File: src/rtl/regfile_wb_arbiter.sv
// Register-file write-port arbiter: pipeline write-back (A) always wins, long-latency results (B) queue and drain into idle slots.
// Define WBARB_PERF_EN to add the conflict_cnt and squash_cnt performance counters.
module regfile_wb_arbiter #(
  parameter int FIFO_DEPTH   = 2,
  parameter int STARVE_LIMIT = 4
) (
  input  logic                        clk,
  input  logic                        rst,
  input  logic                        a_we,
  input  logic [4:0]                  a_waddr,
  input  logic [31:0]                 a_wdata,
  input  logic                        b_valid,
  output logic                        b_ready,
  input  logic [4:0]                  b_waddr,
  input  logic [31:0]                 b_wdata,
  input  logic [4:0]                  raddr1,
  input  logic [4:0]                  raddr2,
  output logic                        pend_hit1,
  output logic                        pend_hit2,
  output logic                        stall_req,
  output logic                        rf_we,
  output logic [4:0]                  rf_waddr,
  output logic [31:0]                 rf_wdata,
`ifdef WBARB_PERF_EN
  output logic [31:0]                 conflict_cnt,
  output logic [31:0]                 squash_cnt,
`endif
  output logic [$clog2(FIFO_DEPTH):0] fifo_count
);

  localparam int PW = $clog2(FIFO_DEPTH);
  localparam int CW = PW + 1;
  localparam logic [CW-1:0] FULL_CNT = CW'(FIFO_DEPTH);
  localparam logic [3:0]    LIMIT    = 4'(STARVE_LIMIT);

  logic [4:0]            addr_q [FIFO_DEPTH];
  logic [31:0]           data_q [FIFO_DEPTH];
  logic [FIFO_DEPTH-1:0] live_q;
  logic [FIFO_DEPTH-1:0] live_next;
  logic [PW-1:0]         head_q;
  logic [PW-1:0]         tail_q;
  logic [CW-1:0]         count_q;
  logic [3:0]            starve_q;
  logic [3:0]            starve_next;
  logic                  popped_q;

  logic        a_req;
  logic        empty;
  logic        full;
  logic        push;
  logic        pop;
  logic        push_killed;
  logic [31:0] kills;
  logic [4:0]  head_addr;
  logic [31:0] head_data;
  logic        head_live;

  assign a_req      = a_we && (a_waddr != 5'd0);
  assign empty      = (count_q == '0);
  assign full       = (count_q == FULL_CNT);
  assign b_ready    = !full && !rst;
  assign push       = b_valid && b_ready;
  assign pop        = !a_req && !empty;
  assign head_addr  = addr_q[head_q];
  assign head_data  = data_q[head_q];
  assign head_live  = live_q[head_q];
  assign fifo_count = count_q;

  // An A write kills every queued entry for the same register, including
  // the one arriving this cycle, since B results are architecturally older.
  assign push_killed = a_req && (b_waddr == a_waddr);

  always_comb begin
    live_next = live_q;
    kills     = '0;
    if (pop) begin
      live_next[head_q] = 1'b0;
    end
    for (int unsigned i = 0; i < FIFO_DEPTH; i++) begin
      if (a_req && live_q[i] && (addr_q[i] == a_waddr)) begin
        live_next[i] = 1'b0;
        kills        = kills + 32'd1;
      end
    end
    if (push) begin
      live_next[tail_q] = !push_killed;
      if (push_killed) begin
        kills = kills + 32'd1;
      end
    end
  end

  always_comb begin
    starve_next = starve_q;
    if (empty || pop) begin
      starve_next = '0;
    end else if (starve_q != 4'hF) begin
      starve_next = starve_q + 4'd1;
    end
  end

  always_comb begin
    pend_hit1 = 1'b0;
    pend_hit2 = 1'b0;
    for (int unsigned i = 0; i < FIFO_DEPTH; i++) begin
      if (live_q[i] && (addr_q[i] == raddr1)) begin
        pend_hit1 = 1'b1;
      end
      if (live_q[i] && (addr_q[i] == raddr2)) begin
        pend_hit2 = 1'b1;
      end
    end
    if (rst || (raddr1 == 5'd0)) begin
      pend_hit1 = 1'b0;
    end
    if (rst || (raddr2 == 5'd0)) begin
      pend_hit2 = 1'b0;
    end
  end

  // Payload storage needs no reset: the live bits and count gate every use.
  always_ff @(posedge clk) begin
    if (!rst && push) begin
      addr_q[tail_q] <= b_waddr;
      data_q[tail_q] <= b_wdata;
    end
  end

  always_ff @(posedge clk) begin
    if (rst) begin
      head_q    <= '0;
      tail_q    <= '0;
      count_q   <= '0;
      live_q    <= '0;
      starve_q  <= '0;
      popped_q  <= 1'b0;
      stall_req <= 1'b0;
      rf_we     <= 1'b0;
      rf_waddr  <= '0;
      rf_wdata  <= '0;
    end else begin
      live_q   <= live_next;
      starve_q <= starve_next;
      popped_q <= pop;
      if (push) begin
        tail_q <= tail_q + PW'(1);
      end
      if (pop) begin
        head_q <= head_q + PW'(1);
      end
      case ({push, pop})
        2'b10:   count_q <= count_q + CW'(1);
        2'b01:   count_q <= count_q - CW'(1);
        default: count_q <= count_q;
      endcase

      // Set wins over the clear one edge after a pop, so a fresh starvation
      // run is never masked by the tail of the previous one.
      if (starve_next == LIMIT) begin
        stall_req <= 1'b1;
      end else if (popped_q) begin
        stall_req <= 1'b0;
      end

      if (a_req) begin
        rf_we    <= 1'b1;
        rf_waddr <= a_waddr;
        rf_wdata <= a_wdata;
      end else if (!empty) begin
        rf_we    <= head_live && (head_addr != 5'd0);
        rf_waddr <= head_addr;
        rf_wdata <= head_data;
      end else begin
        rf_we    <= 1'b0;
      end
    end
  end

`ifdef WBARB_PERF_EN
  logic [32:0] squash_sum;
  assign squash_sum = {1'b0, squash_cnt} + {1'b0, kills};

  always_ff @(posedge clk) begin
    if (rst) begin
      conflict_cnt <= '0;
      squash_cnt   <= '0;
    end else begin
      if (a_req && !empty && (conflict_cnt != '1)) begin
        conflict_cnt <= conflict_cnt + 32'd1;
      end
      squash_cnt <= squash_sum[32] ? '1 : squash_sum[31:0];
    end
  end
`else
  logic unused_kills;
  assign unused_kills = ^kills;
`endif

endmodule

File: config.mk
export PLATFORM = sky130hd
export DESIGN_NAME = regfile_wb_arbiter
export DESIGN_NICKNAME = d
export VERILOG_FILES = /design/src/rtl/regfile_wb_arbiter.sv
export SDC_FILE = /design/constraint.sdc
export NUM_CORES = 1
export LEC_CHECK = 0
export CORE_UTILIZATION = 53
export DETAILED_ROUTE_END_ITERATION = 12
export PLACE_DENSITY = 0.85
export SYNTH_ARGS = -nofsm -noshare
export SYNTH_HDL_FRONTEND = slang
export SYNTH_SLANG_ARGS = --single-unit
File: constraint.sdc
create_clock -name clk -period 5.3 [get_ports clk]
set_input_delay 1.06 -clock clk [delete_from_list [all_inputs] [get_ports clk]]
set_output_delay 1.06 -clock clk [all_outputs]
set_load 0.1 [all_outputs]
# Word-level counts from Yosys, hierarchy flattened
# Memories as Yosys holds them, arrays and structs flattened. A register that Yosys moved wholly into a read port is not among the register bits.
# Cells that the tools add are included.
op_classes:
  n_lt_le_gt_ge: 4
  muxes: 34
  bitwise_logic: 2
  eq_ne: 13
  add_sub_neg: 5
  n_reduce_logical: 32
op_table:
  columns: ["op", "n"]
  rows:
  - ["$mux W32", 2]
  - ["$eq A5 B5 Y1", 7]
  - ["$mux W1", 22]
  - ["$logic_and A1 B1 Y1", 17]
  - ["$logic_not A5 Y1", 2]
  - ["$mux W5", 2]
  - ["$reduce_bool A5 Y1", 2]
  - ["$mux W4", 2]
  - ["$logic_not A1 Y1", 5]
  - ["$add A4 B1 Y4 const B", 1]
  - ["$eq A2 B2 Y1 const B", 2]
  - ["$eq A4 B3 Y1 const B", 1]
  - ["$lt A1 B2 Y1 const B", 2]
  - ["$mux W2", 2]
  - ["$ne A4 B4 Y1 const B", 1]
  - ["$pmux W2 S2", 1]
  - ["$reduce_bool A2 Y1", 2]
  - ["$logic_or A1 B1 Y1", 3]
  - ["$add A1 B1 Y1 const B", 2]
  - ["$add A2 B1 Y2 const B", 1]
  - ["$and A2 B2 Y2", 1]
  - ["$bwmux W2", 1]
  - ["$demux W1 S1", 2]
  - ["$eq A2 B1 Y1 const B", 1]
  - ["5 further kinds", 6]
totals:
  output_inout_bits: 44
  n_memories: 2
  mem_bits_rw: 74
  regBits: 50
memory_table:
  columns: ["name", "depth", "word_bits", "read_ports", "rd_ports_with_merged_regs", "wr", "line_no", "source"]
  rows:
  - ["data_q", 2, 32, 1, 1, 1, "37", "logic [31:0] data_q [FIFO_DEPTH];"]
  - ["addr_q", 2, 5, 3, 1, 1, "36", "logic [4:0] addr_q [FIFO_DEPTH];"]

# Longest topological paths before layout
depth:
  word_depth: 10
  depth_mapped: 9
  depth_no_buf: 7

# Worst setup path before layout
# OpenSTA, ideal clock, no wires.
synth_path:
  kind: "in2out"
  startpoint: "input port raddr2[0]"
  endpoint: "output port pend_hit2"
  stages: 4
  t_arrival_ns: 3.884
  setup_slack_ns: 0.356
  cell_sequence: "xor2_1 nor4_1 nand3_1 a221oi_1"
synth_between:
  elab_chain_cells: 5
  word_cells_on_any_way: 9
  cone_classes: "eq/ne (2); mux (3); reduce/logical (4)"
synth_lines:
  columns: ["item", "line_no", "source"]
  rows:
  - ["start, declared", "17", "input logic [4:0] raddr2,"]
  - ["$eq A5 B5 Y1", "109", "if (live_q[i] && (addr_q[i] == raddr2)) begin"]
  - ["$logic_and A1 B1 Y1", "109", null]
  - ["$mux W1 (2 in a row)", "109", null]
  - ["$mux W1 (*)", "116", "if (rst || (raddr2 == 5'd0)) begin"]
  - ["end, declared", "19", "output logic pend_hit2,"]
# Every way passes the cells marked *; elsewhere a longest branch is shown, timed or not.

# Final worst setup path
# Ends and elaborated chain as after synthesis.

==> results.sh <==
export IMPL_crit_required_ns=4.24
export IMPL_status="complete, no violations"
export IMPL_drive_gt1_share_pct=7.37
export IMPL_grt_total_usage_pct=25.7
export IMPL_cts_num_sinks=125
export IMPL_max_freq_mhz=259
export IMPL_period_share_pct=72.7
export IMPL_start_util_pct=54.5
export IMPL_seq_area_frac_synth_pct=61.2
export IMPL_multiInputGateArea_um2=1910
export IMPL_syn_avg_cell_area_um2=11.6
export IMPL_worstHoldPathType="reg2reg"
export IMPL_rsz0062_at_grt="false"
export IMPL_drtIter0Drc=190
export IMPL_die_h_um=102
export IMPL_ant_nets=0
export IMPL_endpoint_kind="output port"
export IMPL_dr_pass1_iters=7
export IMPL_grt_max_degree=76
export IMPL_hpwlAfterDp_mm=8.11
export IMPL_worstSetupPathType="in2out"
export IMPL_grt_pass1_vias=4117
export IMPL_slowest_delay_ns=0.48
export IMPL_netlist_top_cells_count="nand2_1, edfxtp_1, dfxtp_1"
export IMPL_irDropWorstVdd_mv=0.392
export IMPL_critPathArrivalTime_ns=2.79
export IMPL_viasPerCell=5.52
export IMPL_overflow=0
export IMPL_post_cts_buffers=0
export IMPL_gp_congestion=0.892
export IMPL_fin_area_um2=7290
export IMPL_r2r_slack_ns=3.17
export IMPL_synth_top_area_share_pct=41.9
export IMPL_nets=674
export IMPL_num_vias=4029
export IMPL_power_density_nw_per_um2=504
export IMPL_p_leak_uw=0.00248
export IMPL_cts_made_buffers=17
export IMPL_place_area_um2=6690
export IMPL_drv_slew=0
export IMPL_cp_max_fo=3
export IMPL_synthArstFlopShare_pct=0
export IMPL_synth_cell_types=34
export IMPL_cts_root_buf="clkbuf_8"
export IMPL_wl_per_cell_um=17.8
export IMPL_yosys_area_top_type="edfxtp_1"
export IMPL_synth_ff_type="edfxtp_1"
export IMPL_cap_violations=0
export IMPL_grt_antenna_before_repair=1
export IMPL_cts_buffer_depth=2
export IMPL_dieArea_um2=10400
export IMPL_cts_repair_resized=0
export IMPL_syn_instance_count=457
export IMPL_min_period_ns=3.85
export IMPL_synth_area_leaders="edfxtp_1, dfxtp_1, mux2i_1"
export IMPL_start_kind="input pin"
export IMPL_max_slew_worst_pin_slew_ns=1.23
export IMPL_worstPathCellList="clkdlybuf4s50_1, xor2_1, nor4_1, nand3_1, a221oi_1, buf_4"
export IMPL_core_area_um2=9730
export IMPL_finClkSkew_ns=0.00596
export IMPL_register_area_um2=3240
export IMPL_antennaDiodeCount=0
export IMPL_num_rows=36
export IMPL_routed_wirelength_mm=13.0
export IMPL_portBuffers=131
export IMPL_die_x_um=102
export IMPL_syn2layout_area_growth_pct=37.6
export IMPL_grt_pass1_wl_mm=19.9
export IMPL_clk_pin_slew_worst_paths_ns=0.06
export IMPL_worstSkewPairLatency_ns=0.51
export IMPL_ys_warnings_count=0
export IMPL_syn_num_nets=547
export IMPL_hold_viol=0
export IMPL_synth_seq_cells=125
export IMPL_crit_slowest_cell="clkdlybuf4s50_1"
export IMPL_setup_violations=0
export IMPL_setup_tns_ns=0
export IMPL_relSlewSlack_pct=17.4
export IMPL_cts_tree="done"
export IMPL_num_io_pins=132
export IMPL_synth_most_common_cell="nand2_1"
export IMPL_synth_edf_count=74
export IMPL_hold_buffers=0
export IMPL_drc=0
export IMPL_synth_area_um2=5300
export IMPL_nFillCells=674
export IMPL_htree_levels=4
[registers in the layout (all words and copies together) (netlist names), named ones only]
signal / count
fifo_count: 2
head_q: 1
rf_waddr: 5
live_q: 2
rf_wdata: 32
popped_q: 1
stall_req: 1
rf_we: 1
starve_q: 4
addr_q: 10
tail_q: 1
data_q: 64
[per-stage QoR]
step	utilization, %	hold WS, ns	worst slack [ns]	power (µW)	instances
final	74.9	0.504	1.45	3670	730
after global routing	74.9	0.533	1.41	3820	730
after CTS	74.9	0.495	1.49	3690	730
after detailed placement	68.7	0.481	1.50	2510	698
after global placement	68.7	0.492	1.58	2490	698
after floorplan	-	0.489	0.356	2180	457
[area by class of cell]
class,count,share of cell area (%)
inverter,4,0.206
tap,133,2.28
clock buffer,19,5.92
timing repair buffer,137,18.5
sequential,125,44.5
clock inverter,13,2.37
multi-input combinational,299,26.3
[cells by family after synthesis]
logic type,Yosys count,share of synthesized area (%)
AO/OA/AOI/OAI,95,11.5
adder cells (fa/ha/maj),2,0.472
AND/OR/NAND/NOR,124,10.4
XOR/XNOR,39,6.45
flip-flops,125,61.2
buffers and inverters,33,2.67
multiplexers,39,7.37
[routing by layer]
layer / up-vias / share of wire (%) / track usage [%]
met4: 0 / 1.7 / 9.67
li1: 1926 / - / -
met3: 20 / 6.8 / 8.28
met5: - / 0 / 0
met1: 1931 / 41 / 29.0
met2: 152 / 51 / 45.3
[cells in the final DEF, fill, tap and decap left out, types with 4 or more instances in the layout]
master,n
clkdlybuf4s50_1,128
nand2_1,77
o21ai_0,5
nor4_1,11
dfxtp_1,50
mux2i_1,39
o211ai_1,37
xnor2_1,16
bufinv_16,4
xor2_1,23
edfxtp_1,74
nor2_1,10
nand3_1,10
clkinv_2,5
buf_4,8
a21oi_1,43
clkbuf_16,16
nor3_1,4
[worst max-delay path, delay by kind of cell]
family                    cells  cell delay, ns
buffers and inverters         2            0.83
and+or+nand+nor               2            0.44
AOI/OAI and AO/OA             1            0.30
xor gates and xnor gates      1            0.17
[final timing paths]
path,to,cells past startpoint,startpoint
worst min-delay path,stall_req$_SDFFE_PP0P_,1,stall_req$_SDFFE_PP0P_
worst max-delay path,pend_hit2,6,raddr2[0]
worst min register to register,stall_req$_SDFFE_PP0P_,1,stall_req$_SDFFE_PP0P_
worst max register to register,data_q[0][31]$_DFFE_PP_,5,fifo_count[0]$_SDFFE_PP0P_
[where the power goes]
group / total, µW / internal, µW / switching [µW]
registers: 1250 / 1150 / 94.4
logic: 1250 / 375 / 875
clock network: 1180 / 770 / 406
(Power assumes the default switching activity.)
